===== src/rtl/meter_pkg.sv =====
// Shared types and defaults for the toggle period meter.
package meter_pkg;

  localparam int unsigned CNT_W_DEFAULT = 8;

  typedef enum logic [1:0] {
    IDLE    = 2'd0,
    ARMED   = 2'd1,
    MEASURE = 2'd2
  } meter_state_e;

endpackage


===== src/rtl/edge_detect.sv =====
// Rising-edge detector; the history bit resets high so a level already high
// at reset release is not reported as an edge.
module edge_detect (
  input  logic clk,
  input  logic reset,
  input  logic d,
  output logic rise
);

  logic d_q;

  always_ff @(posedge clk or negedge reset) begin
    if (!reset) begin
      d_q <= 1'b1;
    end else begin
      d_q <= d;
    end
  end

  assign rise = d & ~d_q;

endmodule


===== src/rtl/toggle_period_meter.sv =====
// Measures period and high time of q_in between consecutive rising edges and
// emits one record per completed period through a valid/ready output register.
module toggle_period_meter
  import meter_pkg::*;
#(
  parameter int unsigned CNT_W = CNT_W_DEFAULT
) (
  input  logic             clk,
  input  logic             reset,
  input  logic             en,
  input  logic             q_in,
  input  logic             clr_ovf,
  input  logic             out_ready,
  output logic             out_valid,
  output logic [CNT_W-1:0] period,
  output logic [CNT_W-1:0] high_time,
  output logic             sat,
  output logic             overflow
);

  localparam logic [CNT_W-1:0] CNT_MAX = '1;
  localparam logic [CNT_W-1:0] CNT_ONE = {{(CNT_W-1){1'b0}}, 1'b1};

  logic             rise;
  meter_state_e     state_q, state_d;
  logic [CNT_W-1:0] pcnt_q, pcnt_d;
  logic [CNT_W-1:0] hcnt_q, hcnt_d;
  logic             out_valid_q, out_valid_d;
  logic [CNT_W-1:0] period_q, period_d;
  logic [CNT_W-1:0] high_q, high_d;
  logic             sat_q, sat_d;
  logic             ovf_q, ovf_d;
  logic             capture;
  logic             accept;
  logic             drop;

  edge_detect u_edge (
    .clk   (clk),
    .reset (reset),
    .d     (q_in),
    .rise  (rise)
  );

  always_ff @(posedge clk or negedge reset) begin
    if (!reset) begin
      state_q     <= IDLE;
      pcnt_q      <= '0;
      hcnt_q      <= '0;
      out_valid_q <= 1'b0;
      period_q    <= '0;
      high_q      <= '0;
      sat_q       <= 1'b0;
      ovf_q       <= 1'b0;
    end else begin
      state_q     <= state_d;
      pcnt_q      <= pcnt_d;
      hcnt_q      <= hcnt_d;
      out_valid_q <= out_valid_d;
      period_q    <= period_d;
      high_q      <= high_d;
      sat_q       <= sat_d;
      ovf_q       <= ovf_d;
    end
  end

  // en low wins over any edge and returns to IDLE from every state.
  always_comb begin
    state_d = state_q;
    if (!en) begin
      state_d = IDLE;
    end else begin
      case (state_q)
        IDLE:    state_d = ARMED;
        ARMED:   if (rise) state_d = MEASURE;
        MEASURE: state_d = MEASURE;
        default: state_d = IDLE;
      endcase
    end
  end

  assign capture = en & rise & (state_q == MEASURE);
  assign accept  = capture & (~out_valid_q | out_ready);
  assign drop    = capture & out_valid_q & ~out_ready;

  // The edge cycle itself counts as the first cycle (and first high cycle)
  // of the new period, hence the reload value of one.
  always_comb begin
    pcnt_d = pcnt_q;
    hcnt_d = hcnt_q;
    if (!en || state_q == IDLE) begin
      pcnt_d = '0;
      hcnt_d = '0;
    end else if (rise) begin
      pcnt_d = CNT_ONE;
      hcnt_d = CNT_ONE;
    end else begin
      if (pcnt_q != CNT_MAX) pcnt_d = pcnt_q + CNT_ONE;
      if (q_in && hcnt_q != CNT_MAX) hcnt_d = hcnt_q + CNT_ONE;
    end
  end

  always_comb begin
    out_valid_d = out_valid_q;
    period_d    = period_q;
    high_d      = high_q;
    sat_d       = sat_q;
    ovf_d       = ovf_q;
    if (accept) begin
      out_valid_d = 1'b1;
      period_d    = pcnt_q;
      high_d      = hcnt_q;
      sat_d       = (pcnt_q == CNT_MAX) | (hcnt_q == CNT_MAX);
    end else if (out_valid_q && out_ready) begin
      out_valid_d = 1'b0;
    end
    if (drop) begin
      ovf_d = 1'b1;
    end else if (clr_ovf) begin
      ovf_d = 1'b0;
    end
  end

  assign out_valid = out_valid_q;
  assign period    = period_q;
  assign high_time = high_q;
  assign sat       = sat_q;
  assign overflow  = ovf_q;

endmodule


===== config.mk =====
export PLATFORM = sky130hd
export DESIGN_NAME = toggle_period_meter
export DESIGN_NICKNAME = d
export VERILOG_FILES = /design/src/rtl/meter_pkg.sv /design/src/rtl/edge_detect.sv /design/src/rtl/toggle_period_meter.sv
export SDC_FILE = /design/constraint.sdc
export NUM_CORES = 1
export LEC_CHECK = 0
export BUFFER_PORTS_ARGS = -buffer_cell sky130_fd_sc_hd__buf_2
export CORE_ASPECT_RATIO = 0.5
export CORE_UTILIZATION = 51
export DETAILED_ROUTE_END_ITERATION = 8
export PLACE_DENSITY_LB_ADDON = 0.12
export SYNTH_ARGS = -nofsm -noshare
export SYNTH_HDL_FRONTEND = slang
export SYNTH_SLANG_ARGS = --single-unit

===== constraint.sdc =====
create_clock -name clk -period 1.7 [get_ports clk]
set_clock_uncertainty 0.2 [all_clocks]
set_input_delay 0.34 -clock clk [delete_from_list [all_inputs] [get_ports clk]]
set_output_delay 0.34 -clock clk [all_outputs]
set_load 0.05 [all_outputs]

==> results.md <==
- Status: complete, no violations
- Worst-Skew Late Latency: 0.29 ns
- Setup ws final: 0.004276 ns
- Register area share after synthesis: 50.90%
- DIE WIDTH: 87.65 um
- Synth area leader: dfrtp_1
- Placed insts: 250
- Critical path endpoint category: flip-flop
- Routed WL: 4.154 mm
- Synth Flop Type: dfrtp_1
- Clock buffer depth: 2
- Synth-to-Final Area Change: 30.50%
- Switching part of the total: 33.26%
- Power after layout: 2.414 mW
- TritonCTS clock tree: built
- Root Buffer: clkbuf_8
- Crit-path max FO: 4
- Post-synthesis cell type count: 42
- Clock sinks: 38
- CP Class: flip-flop to flip-flop
- HP Class: primary input to flip-flop
- Placer Congestion: 0.7923
- Ys Warns: 0
- Max-slew headroom: 77.26%
- Initial antenna violation count: 0
- Static Leak: 1.154 nW
- Sequential share of power: 43.0%
- Sw Pwr: 0.8028 mW
- Syn avg cell area: 11.34 um2
- Initial DRC count: 102
- Int Power: 1.611 mW
- Post-synth EDFFs: 0
- WP data arrival: 1.67 ns
- Num rows: 15
- Clock power share: 26.4%
- I/O pin count: 25
- Pre-CTS setup slack: -0.01769 ns
- WL per Instance: 15.68 um
- Antenna Violating Nets Remaining: 0
- Startpoint types: flip-flop
- Non-filler cells, final: 265
- Slew @ Worst Pin: 0.3380 ns
- Total GRT Usage: 21.40%
- Worst R2R Setup Slack: 0.004 ns
- F_max: 589.7 MHz
- Synth async-reset ratio: 100.0%
- Grt total ovfl: 0
- Worst VDD drop: 0.0004877 V
- Initial Util: 53.87%
- Die H: 44.83 um
- Max-Cap Viols: 0
- Synth top cells by count: dfrtp_1, nand3_1, mux2_1
- Final setup violation count: 0
- Drt pass-1 iters: 4
- Fillers: 242
- Via count: 1530
- Unrepaired setup endpoints after global routing: true
- Port-buffer cells: 24
- Mapped Cells: 165
- H-tree depth: 2
- DR vias/cell: 5.774
- # diodes: 0
- Post-synth top area share: 49.50%
- Count of final hold-check violations: 0
- # nets final: 225
- Comb power frac: 30.5%
- Power Density: 988.7 nW/um2
- Multi-input gate area: 943.4 um2
- Synth Register Bits: 38
- Worst EP required: 1.67 ns
- First-pass GRT wire length: 6.134 mm
- Drt drc: 0
- Pin count of the biggest net entering global routing: 39
- Register area: 953.4 um2
- Die area: 3929 um2
- Cell with the most instances after synthesis: dfrtp_1
- CTS clk-pin slew, worst paths: 0.08 ns
- Post-Syn Nets: 177
- Core area: 3472 um2
- Vias in the first global route: 1329
- Total CTS buffers: 5
- Slew Limit Fails: 0
- Post-Syn Area: 1871 um2
- Ranking of synthesized cells by area: dfrtp_1, mux2_1, mux2_2, ha_1, nand3_1
- Period utilisation layout: 99.75%
- Min cycle time layout: 1.696 ns
- Hpwl dp: 2.696 mm
- Share of cells above drive strength 1: 40.19%
==> critical path: stages (launching register included) <==
cell and delay (ns):
dfrtp_1 0.39, inv_2 0.08, ha_4 0.14, nand4b_4 0.13, nor2_8 0.18, buf_6 0.16
mux2_4 0.31
==> metrics by stage <==
stage / hold WS [ns] / utilization [%] / area, um2 / setup TNS [ns]
after global routing: 0.02276 / 70.31 / 2441 / -0.4554
after floorplan: -0.1556 / - / 1884 / -0.2011
after global placement: 0.1216 / 62.88 / 2183 / 0
after detailed placement: 0.1235 / 62.88 / 2183 / -0.01769
final: 0.02907 / 70.31 / 2441 / 0
after CTS: 0.02456 / 66.27 / 2301 / 0
==> layout by cell type (no fill, tap or decap), drive strengths merged, types with 2 or more instances in the layout <==
cell	Yosys	final
nand2	5	6
clkbuf	2	8
a211oi	5	5
nand2b	3	3
inv	8	8
a41oi	2	2
and4	2	2
nor2	3	3
o211ai	2	2
nor3	7	7
buf	7	46
and3	5	5
nor4	4	4
nor2b	2	2
nand3	12	12
ha	6	6
o21ai	5	5
dfrtp	37	37
nand4	3	3
mux2	16	16
dlygate4sd3	0	2
a31oi	6	6
a21oi	8	8
mux2i	2	2
==> state kept, by name, indices dropped and copies added, names as in the netlist, 2 cells and up <==
register / flops
pcnt_q: 8
state_q: 2
period: 8
hcnt_q: 8
high_time: 8
==> power by group through the flow <==
stage	Combinational, mW	Sequential, mW	Clock (mW)
after floorplan	0.274	1.19	0
after global placement	0.609	1.05	0
after detailed placement	0.636	1.05	0
after CTS	0.652	1.03	0.656
after global routing	0.795	1.05	0.683
final	0.737	1.04	0.638
==> worst paths after layout <==
check,start,to,depth (start not counted)
max,state_q[0],period[3],6
min,clr_ovf,overflow,2
max reg2reg,state_q[0],period[3],6
min reg2reg,period[7],period[7],1
max in group asynchronous,reset,u_edge.d_q,3
min in group asynchronous,reset,high_time[3],3
==> timing repair <==
action,in CTS,in global routing
buffers inserted,0,3
resized for setup,1,24
endpoints found under the hold margin,38,0
hold buffers,2,0
cloned,1,1
setup endpoints to repair,4,28
pin swaps,1,1
==> cell families (layout without fill, tap and decap cells) <==
logic type / count (synthesis) / in the layout / share of synthesized area, %
simple gates: 53 / 54 / 18.26
flops: 38 / 38 / 50.90
compound gates: 33 / 33 / 11.71
mux: 18 / 18 / 10.70
buf+inv: 17 / 65 / 4.414
fa+ha+maj: 6 / 6 / 4.013
==> final cells by class <==
type	count	area share, %
repair buffers	49	14.71
inverters	8	1.230
flip-flops and latches	38	39.06
well taps	51	2.614
clock inverters	1	0.2050
multi-input cells	111	38.65
clock buffers	7	3.537
==> routing by layer <==
| layer | track usage [%] | up-vias | part of all wire [%] |
|---|---|---|---|
| met5 | 0 | - | 0 |
| met4 | 7.869 | 0 | 1.4 |
| met3 | 5.850 | 9 | 3.5 |
| met2 | 35.31 | 39 | 46 |
| met1 | 27.70 | 764 | 49 |
| li1 | - | 718 | - |
(Power assumes the default switching activity.)
